**config.mk**
```make
export PLATFORM = sky130hd
export DESIGN_NAME = io_input_sync_flat
export DESIGN_NICKNAME = d
export VERILOG_FILES = /design/src/rtl/io_input_sync_if.sv /design/src/rtl/io_input_sync.sv /design/src/flat_wrapper.sv
export SDC_FILE = /design/constraint.sdc
export NUM_CORES = 1
export LEC_CHECK = 0
export ABC_AREA = 0
export ABC_CLOCK_PERIOD_IN_PS = 5700
export CELL_PAD_IN_SITES_DETAIL_PLACEMENT = 1
export CELL_PAD_IN_SITES_GLOBAL_PLACEMENT = 2
export CORE_ASPECT_RATIO = 0.75
export CORE_MARGIN = 2
export CORE_UTILIZATION = 38
export DETAILED_ROUTE_END_ITERATION = 10
export PLACE_DENSITY_LB_ADDON = 0.3
export REMOVE_ABC_BUFFERS = 1
export SLEW_MARGIN = 10
export SYNTH_ARGS = -nofsm -noshare
export SYNTH_HDL_FRONTEND = slang
export SYNTH_SLANG_ARGS = --single-unit
```
**constraint.sdc**
```tcl
create_clock -name clk_i -period 5.7 [get_ports clk_i]
set_input_delay 0.855 -clock clk_i [delete_from_list [all_inputs] [get_ports clk_i]]
set_output_delay 0.855 -clock clk_i [all_outputs]
set_load 0.1 [all_outputs]
```
**src/rtl/io_input_sync_if.sv**
```systemverilog
// Signal bundle between the raw board inputs and the input conditioner.
// The conditioner takes the slave side; stimulus or board glue takes the master side.
interface io_input_sync_if #(
  parameter int DATA_WIDTH = 32,
  parameter int SW_WIDTH   = 18,
  parameter int KEY_WIDTH  = 4
);
  logic [SW_WIDTH-1:0]   sw_i;
  logic [KEY_WIDTH-1:0]  key_ni;
  logic [KEY_WIDTH-1:0]  evt_clr_i;
  logic [DATA_WIDTH-1:0] sw_data_o;
  logic [KEY_WIDTH-1:0]  key_evt_o;

  modport master (
    output sw_i, key_ni, evt_clr_i,
    input  sw_data_o, key_evt_o
  );

  modport slave (
    input  sw_i, key_ni, evt_clr_i,
    output sw_data_o, key_evt_o
  );
endinterface

```
**src/rtl/io_input_sync.sv**
```systemverilog
// Switch/key conditioner: 2-flop sync, tick-based per-bit debounce, sticky key-press
// events, packed into a registered word for the LSU input-peripheral bank.
module io_input_sync #(
  parameter int DATA_WIDTH   = 32,
  parameter int SW_WIDTH     = 18,
  parameter int KEY_WIDTH    = 4,
  parameter int TICK_DIV     = 50000,
  parameter int STABLE_TICKS = 4
) (
  input logic          clk_i,
  input logic          rst_i,
  io_input_sync_if.slave bus
);
  localparam int NB = SW_WIDTH + KEY_WIDTH;
  localparam int CW = $clog2(STABLE_TICKS) + 1;
  localparam int PW = $clog2(TICK_DIV);
  localparam logic [PW-1:0] PRE_MAX = PW'(TICK_DIV - 1);
  localparam logic [CW-1:0] CNT_MAX = CW'(STABLE_TICKS - 1);

  logic [NB-1:0]               raw_s;
  logic [NB-1:0]               meta_q;
  logic [NB-1:0]               sync_q;
  logic [PW-1:0]               pre_q, pre_d;
  logic                        tick_s;
  logic [NB-1:0]               lvl_q, lvl_d;
  logic [NB-1:0][CW-1:0]       cnt_q, cnt_d;
  logic [KEY_WIDTH-1:0]        evt_q, evt_d;
  logic [KEY_WIDTH-1:0]        press_s;
  logic [DATA_WIDTH-1:0]       data_q, data_d;

  // Keys are inverted up front so every internal level is active-high.
  assign raw_s = {~bus.key_ni, bus.sw_i};

  // Two-stage synchroniser for all raw inputs.
  always_ff @(posedge clk_i or posedge rst_i) begin
    if (rst_i) begin
      meta_q <= '0;
      sync_q <= '0;
    end else begin
      meta_q <= raw_s;
      sync_q <= meta_q;
    end
  end

  // Free-running debounce prescaler.
  always_comb begin
    tick_s = (pre_q == PRE_MAX);
    if (tick_s) begin
      pre_d = '0;
    end else begin
      pre_d = pre_q + PW'(1);
    end
  end

  // Per-bit debounce: a differing sample must survive STABLE_TICKS ticks in a row.
  always_comb begin
    lvl_d = lvl_q;
    cnt_d = cnt_q;
    for (int i = 0; i < NB; i++) begin
      if (sync_q[i] == lvl_q[i]) begin
        cnt_d[i] = '0;
      end else if (tick_s) begin
        if (cnt_q[i] == CNT_MAX) begin
          lvl_d[i] = sync_q[i];
          cnt_d[i] = '0;
        end else begin
          cnt_d[i] = cnt_q[i] + CW'(1);
        end
      end else begin
        cnt_d[i] = cnt_q[i];
      end
    end
  end

  // Sticky press events; a press in the same clock as a clear wins.
  always_comb begin
    press_s = lvl_d[NB-1:SW_WIDTH] & ~lvl_q[NB-1:SW_WIDTH];
    evt_d   = (evt_q & ~bus.evt_clr_i) | press_s;
    data_d  = '0;
    data_d[NB+KEY_WIDTH-1:0] = {evt_d, lvl_d};
  end

  // State and output registers.
  always_ff @(posedge clk_i or posedge rst_i) begin
    if (rst_i) begin
      pre_q  <= '0;
      lvl_q  <= '0;
      cnt_q  <= '0;
      evt_q  <= '0;
      data_q <= '0;
    end else begin
      pre_q  <= pre_d;
      lvl_q  <= lvl_d;
      cnt_q  <= cnt_d;
      evt_q  <= evt_d;
      data_q <= data_d;
    end
  end

  assign bus.sw_data_o = data_q;
  assign bus.key_evt_o = evt_q;
endmodule

```
**src/flat_wrapper.sv**
```systemverilog
// flat-port wrapper written by rule: the top's interface ports become plain ports
module io_input_sync_flat 
#(
  parameter int DATA_WIDTH   = 32,
  parameter int SW_WIDTH     = 18,
  parameter int KEY_WIDTH    = 4,
  parameter int TICK_DIV     = 50000,
  parameter int STABLE_TICKS = 4
)
  (clk_i, rst_i, bus_sw_i, bus_key_ni, bus_evt_clr_i, bus_sw_data_o, bus_key_evt_o);
  io_input_sync_if #(.DATA_WIDTH(DATA_WIDTH), .SW_WIDTH(SW_WIDTH), .KEY_WIDTH(KEY_WIDTH)) bus_i ();
  input logic clk_i;
  input logic rst_i;
  input wire logic [$bits(bus_i.sw_i)-1:0] bus_sw_i;
  input wire logic [$bits(bus_i.key_ni)-1:0] bus_key_ni;
  input wire logic [$bits(bus_i.evt_clr_i)-1:0] bus_evt_clr_i;
  output wire logic [$bits(bus_i.sw_data_o)-1:0] bus_sw_data_o;
  output wire logic [$bits(bus_i.key_evt_o)-1:0] bus_key_evt_o;
  assign bus_i.sw_i = bus_sw_i;
  assign bus_i.key_ni = bus_key_ni;
  assign bus_i.evt_clr_i = bus_evt_clr_i;
  assign bus_sw_data_o = bus_i.sw_data_o;
  assign bus_key_evt_o = bus_i.key_evt_o;
  io_input_sync #(.DATA_WIDTH(DATA_WIDTH), .SW_WIDTH(SW_WIDTH), .KEY_WIDTH(KEY_WIDTH), .TICK_DIV(TICK_DIV), .STABLE_TICKS(STABLE_TICKS)) u_core (.clk_i(clk_i), .rst_i(rst_i), .bus(bus_i));
endmodule
```
==> metrics <==
routed via count=4016; YS warnings=0; Final TNS setup=0 ns; post-layout min period=2.84 ns; Yosys cell types=33; status=completed; area leader, netlist=dfrtp_1; setup bufs post-CTS=0; post-synthesis sequential element count=152; post-CTS sizing=0; post-synthesis compound-gate area fraction=6.20%; fill cell instance count of the final layout=1689; GRT Overall Usage=15.3%; vias per cell=4.92; # Max-Cap Violations=0; # hold bufs at CTS=0; Synth async-reset ratio=100%; Post-layout nets=644; mux cell area share after synthesis=3.96%; n_diodes=0; Post-synth top cells=152 x dfrtp_1, 71 x nand2_1, 68 x a21oi_1, 28 x xnor2_1, 24 x or3_1; DRC viols=0; CTS tree=built; Detailed Routing Iterations Pass 1=4; per-cell routed wire length=14.8 um; sequential fraction of the synthesis area=60.8%; placed insts=784; vias in the first global route=4506; first-pass GRT wire length=21400 um; Post-synth EDFFs=0; Slowest-stage cell, CP=clkdlybuf4s50_1; fin cells=816; Core Util, Final=47.5%; post-DP HPWL=7710 um; DRT iter0 DRCs=137; pin count of the biggest net entering global routing=119; IO Count=64; PwrDens=312 nW/um^2; H-tree levels=4; IO Port Bufs=57; Slew Viols, Final=0; Synth Instances=534; Final setup viols=0; Post-Synth XOR/XNOR Area=4.76%; clock buffer count from CTS=17; Tcrit/Tclk final=49.8%; CP Class=flip-flop to output pin; Max Root-Sink Buffers=2; Synth area leaders=dfrtp_1 61%, a21oi_1 5.4%, ha_1 4.6%; commonest register cell after synthesis=dfrtp_1; Syn Area/Cell=11.7 um^2; share of layout cells above drive strength 1=8.91%; clock skew=0.00759 ns; area of the multi-input gates=2260 um^2; GPL Wtd Cong=0.741; Crit Path Max Fanout=4; relative slew slack=29.4%; Worst-Skew Late Latency=0.42 ns; WP buf/inv=1; crit path capture type=output pin; synthesis-to-finish area growth=21.8%; largest family of logic cells by synthesized area=simple AND/OR/NAND/NOR gates; Mapped Area=6260 um^2; Crit path max-delay family=buffers and inverters; final hold vios=0; CTS root buf=clkbuf_16; f_max=352 MHz; Starting Density=39.0%; Die ar.=17500 um^2; Reg clk slew, reported paths=0.06 ns; initial antenna violation count=0; total power=2.38 mW; post-synthesis simple-gate area fraction=16.2%; LEAKAGE=3.42 nW; Row Count=40; total core area=16100 um^2; Slowest Stage Delay on Critical Path=1.16 ns; top-area cell type share of the netlist area=60.8%; Die Span Y=115 um; Final ANT Viol Nets=0; most common cell in the netlist=dfrtp_1; maximum VDD drop=0.211 mV; Hold Slack=0.347 ns; min-delay worst type=flip-flop to flip-flop; clock sinks=152; arrival time worst endpoint=1.99 ns; worst endpoint required time=4.85 ns; Remaining Overflow, GRT=0; die width=152 um; CP startpoint kind=flip-flop; final wirelength=12100 um; worst slew pin tran=1.06 ns; Register Area=3800 um^2; RSZ-0062 raised after global routing=false; Adder-Cell Fraction of Synth Area=4.60%; worst path cell trace=clkdlybuf4s50_1
state kept, by name, summed over array words and instances (netlist names):
register / count
u_core.bus.key_evt_o: 3
u_core.bus.sw_data_o: 2
u_core.cnt_q: 66
u_core.lvl_q: 21
u_core.meta_q: 22
u_core.pre_q: 16
u_core.sync_q: 22
cells in the final DEF (no fill, tap or decap), types with 2 or more instances in the layout:
cell type and n:
clkbuf_16 17, inv_1 15, nand4bb_1 2, clkdlybuf4s50_1 57, nand3_1 4, o32ai_1 4
nand4_1 3, mux2_2 17, nor2b_1 22, clkbuf_8 3, nor2_1 7, nand2b_1 23
clkinv_2 2, dfrtp_1 152, or3_1 24, conb_1 6, nor4_1 2, bufinv_16 4
xnor2_1 28, nor3_1 2, nand3b_1 20, nand2_1 71, buf_4 3, clkinvlp_4 3
ha_1 23, clkinv_4 2, mux2_1 5, a21oi_1 68, xor2_1 6
kinds of logic (layout without fill, tap and decap cells):
group,after synthesis,count (layout)
AOI/OAI and AO/OA,74,74
DFF,152,152
and+or+nand+nor,187,187
other,1,6
xor gates and xnor gates,34,34
muxes,22,22
adders and majority gates,23,23
buffers and inverters,41,108
metrics by stage:
stage | worst slack [ns] | cell area [um^2]
after floorplan | -1.00 | 6120
after global placement | 3.07 | 6990
after detailed placement | 3.05 | 6990
after CTS | 2.83 | 7630
after global routing | 2.79 | 7630
final | 2.86 | 7630
routing by layer:
| metal | part of all wire, % | global-route usage [%] | up-vias | wire (um) |
|---|---|---|---|---|
| li1 | - | - | 1901 | - |
| met1 | 45 | 18.2 | 2042 | 5440 |
| met2 | 50 | 26.8 | 58 | 6020 |
| met3 | 3.4 | 4.07 | 15 | 409 |
| met4 | 1.7 | 6.36 | 0 | 208 |
| met5 | 0 | 0 | - | 0 |
cell type report:
cell class	count	area share (%)
inverter	16	0.853
multi-input combinational	346	29.7
clock buffer	21	6.17
timing repair buffer	60	7.77
tap	210	3.44
clock inverter	11	2.23
sequential	152	49.9
worst paths after layout:
| check | from | to | slack [ns] | depth (start not counted) |
|---|---|---|---|---|
| max in group asynchronous | rst_i | u_core.cnt_q[30]$_DFFE_PP0P_ | 3.63 | 3 |
| max reg2reg | u_core.pre_q[0]$_DFF_PP0_ | u_core.cnt_q[48]$_DFFE_PP0P_ | 3.31 | 5 |
| min | u_core.meta_q[19]$_DFF_PP0_ | u_core.sync_q[19]$_DFF_PP0_ | 0.35 | 0 |
| min reg2reg | u_core.meta_q[19]$_DFF_PP0_ | u_core.sync_q[19]$_DFF_PP0_ | 0.35 | 0 |
| max | u_core.lvl_q[19]$_DFF_PP0_ | bus_sw_data_o[19] | 2.86 | 1 |
| min in group asynchronous | rst_i | u_core.sync_q[0]$_DFF_PP0_ | 1.05 | 2 |
power by group:
group          switching, mW  total [mW]  leakage [nW]  internal [mW]
sequential           0.00782        1.10          2.01           1.10
clock                  0.439        1.21         0.305          0.767
combinational         0.0476      0.0719          1.11         0.0243
total                  0.494        2.38          3.42           1.89
No activity file was read; power rests on OpenSTA's default activity.
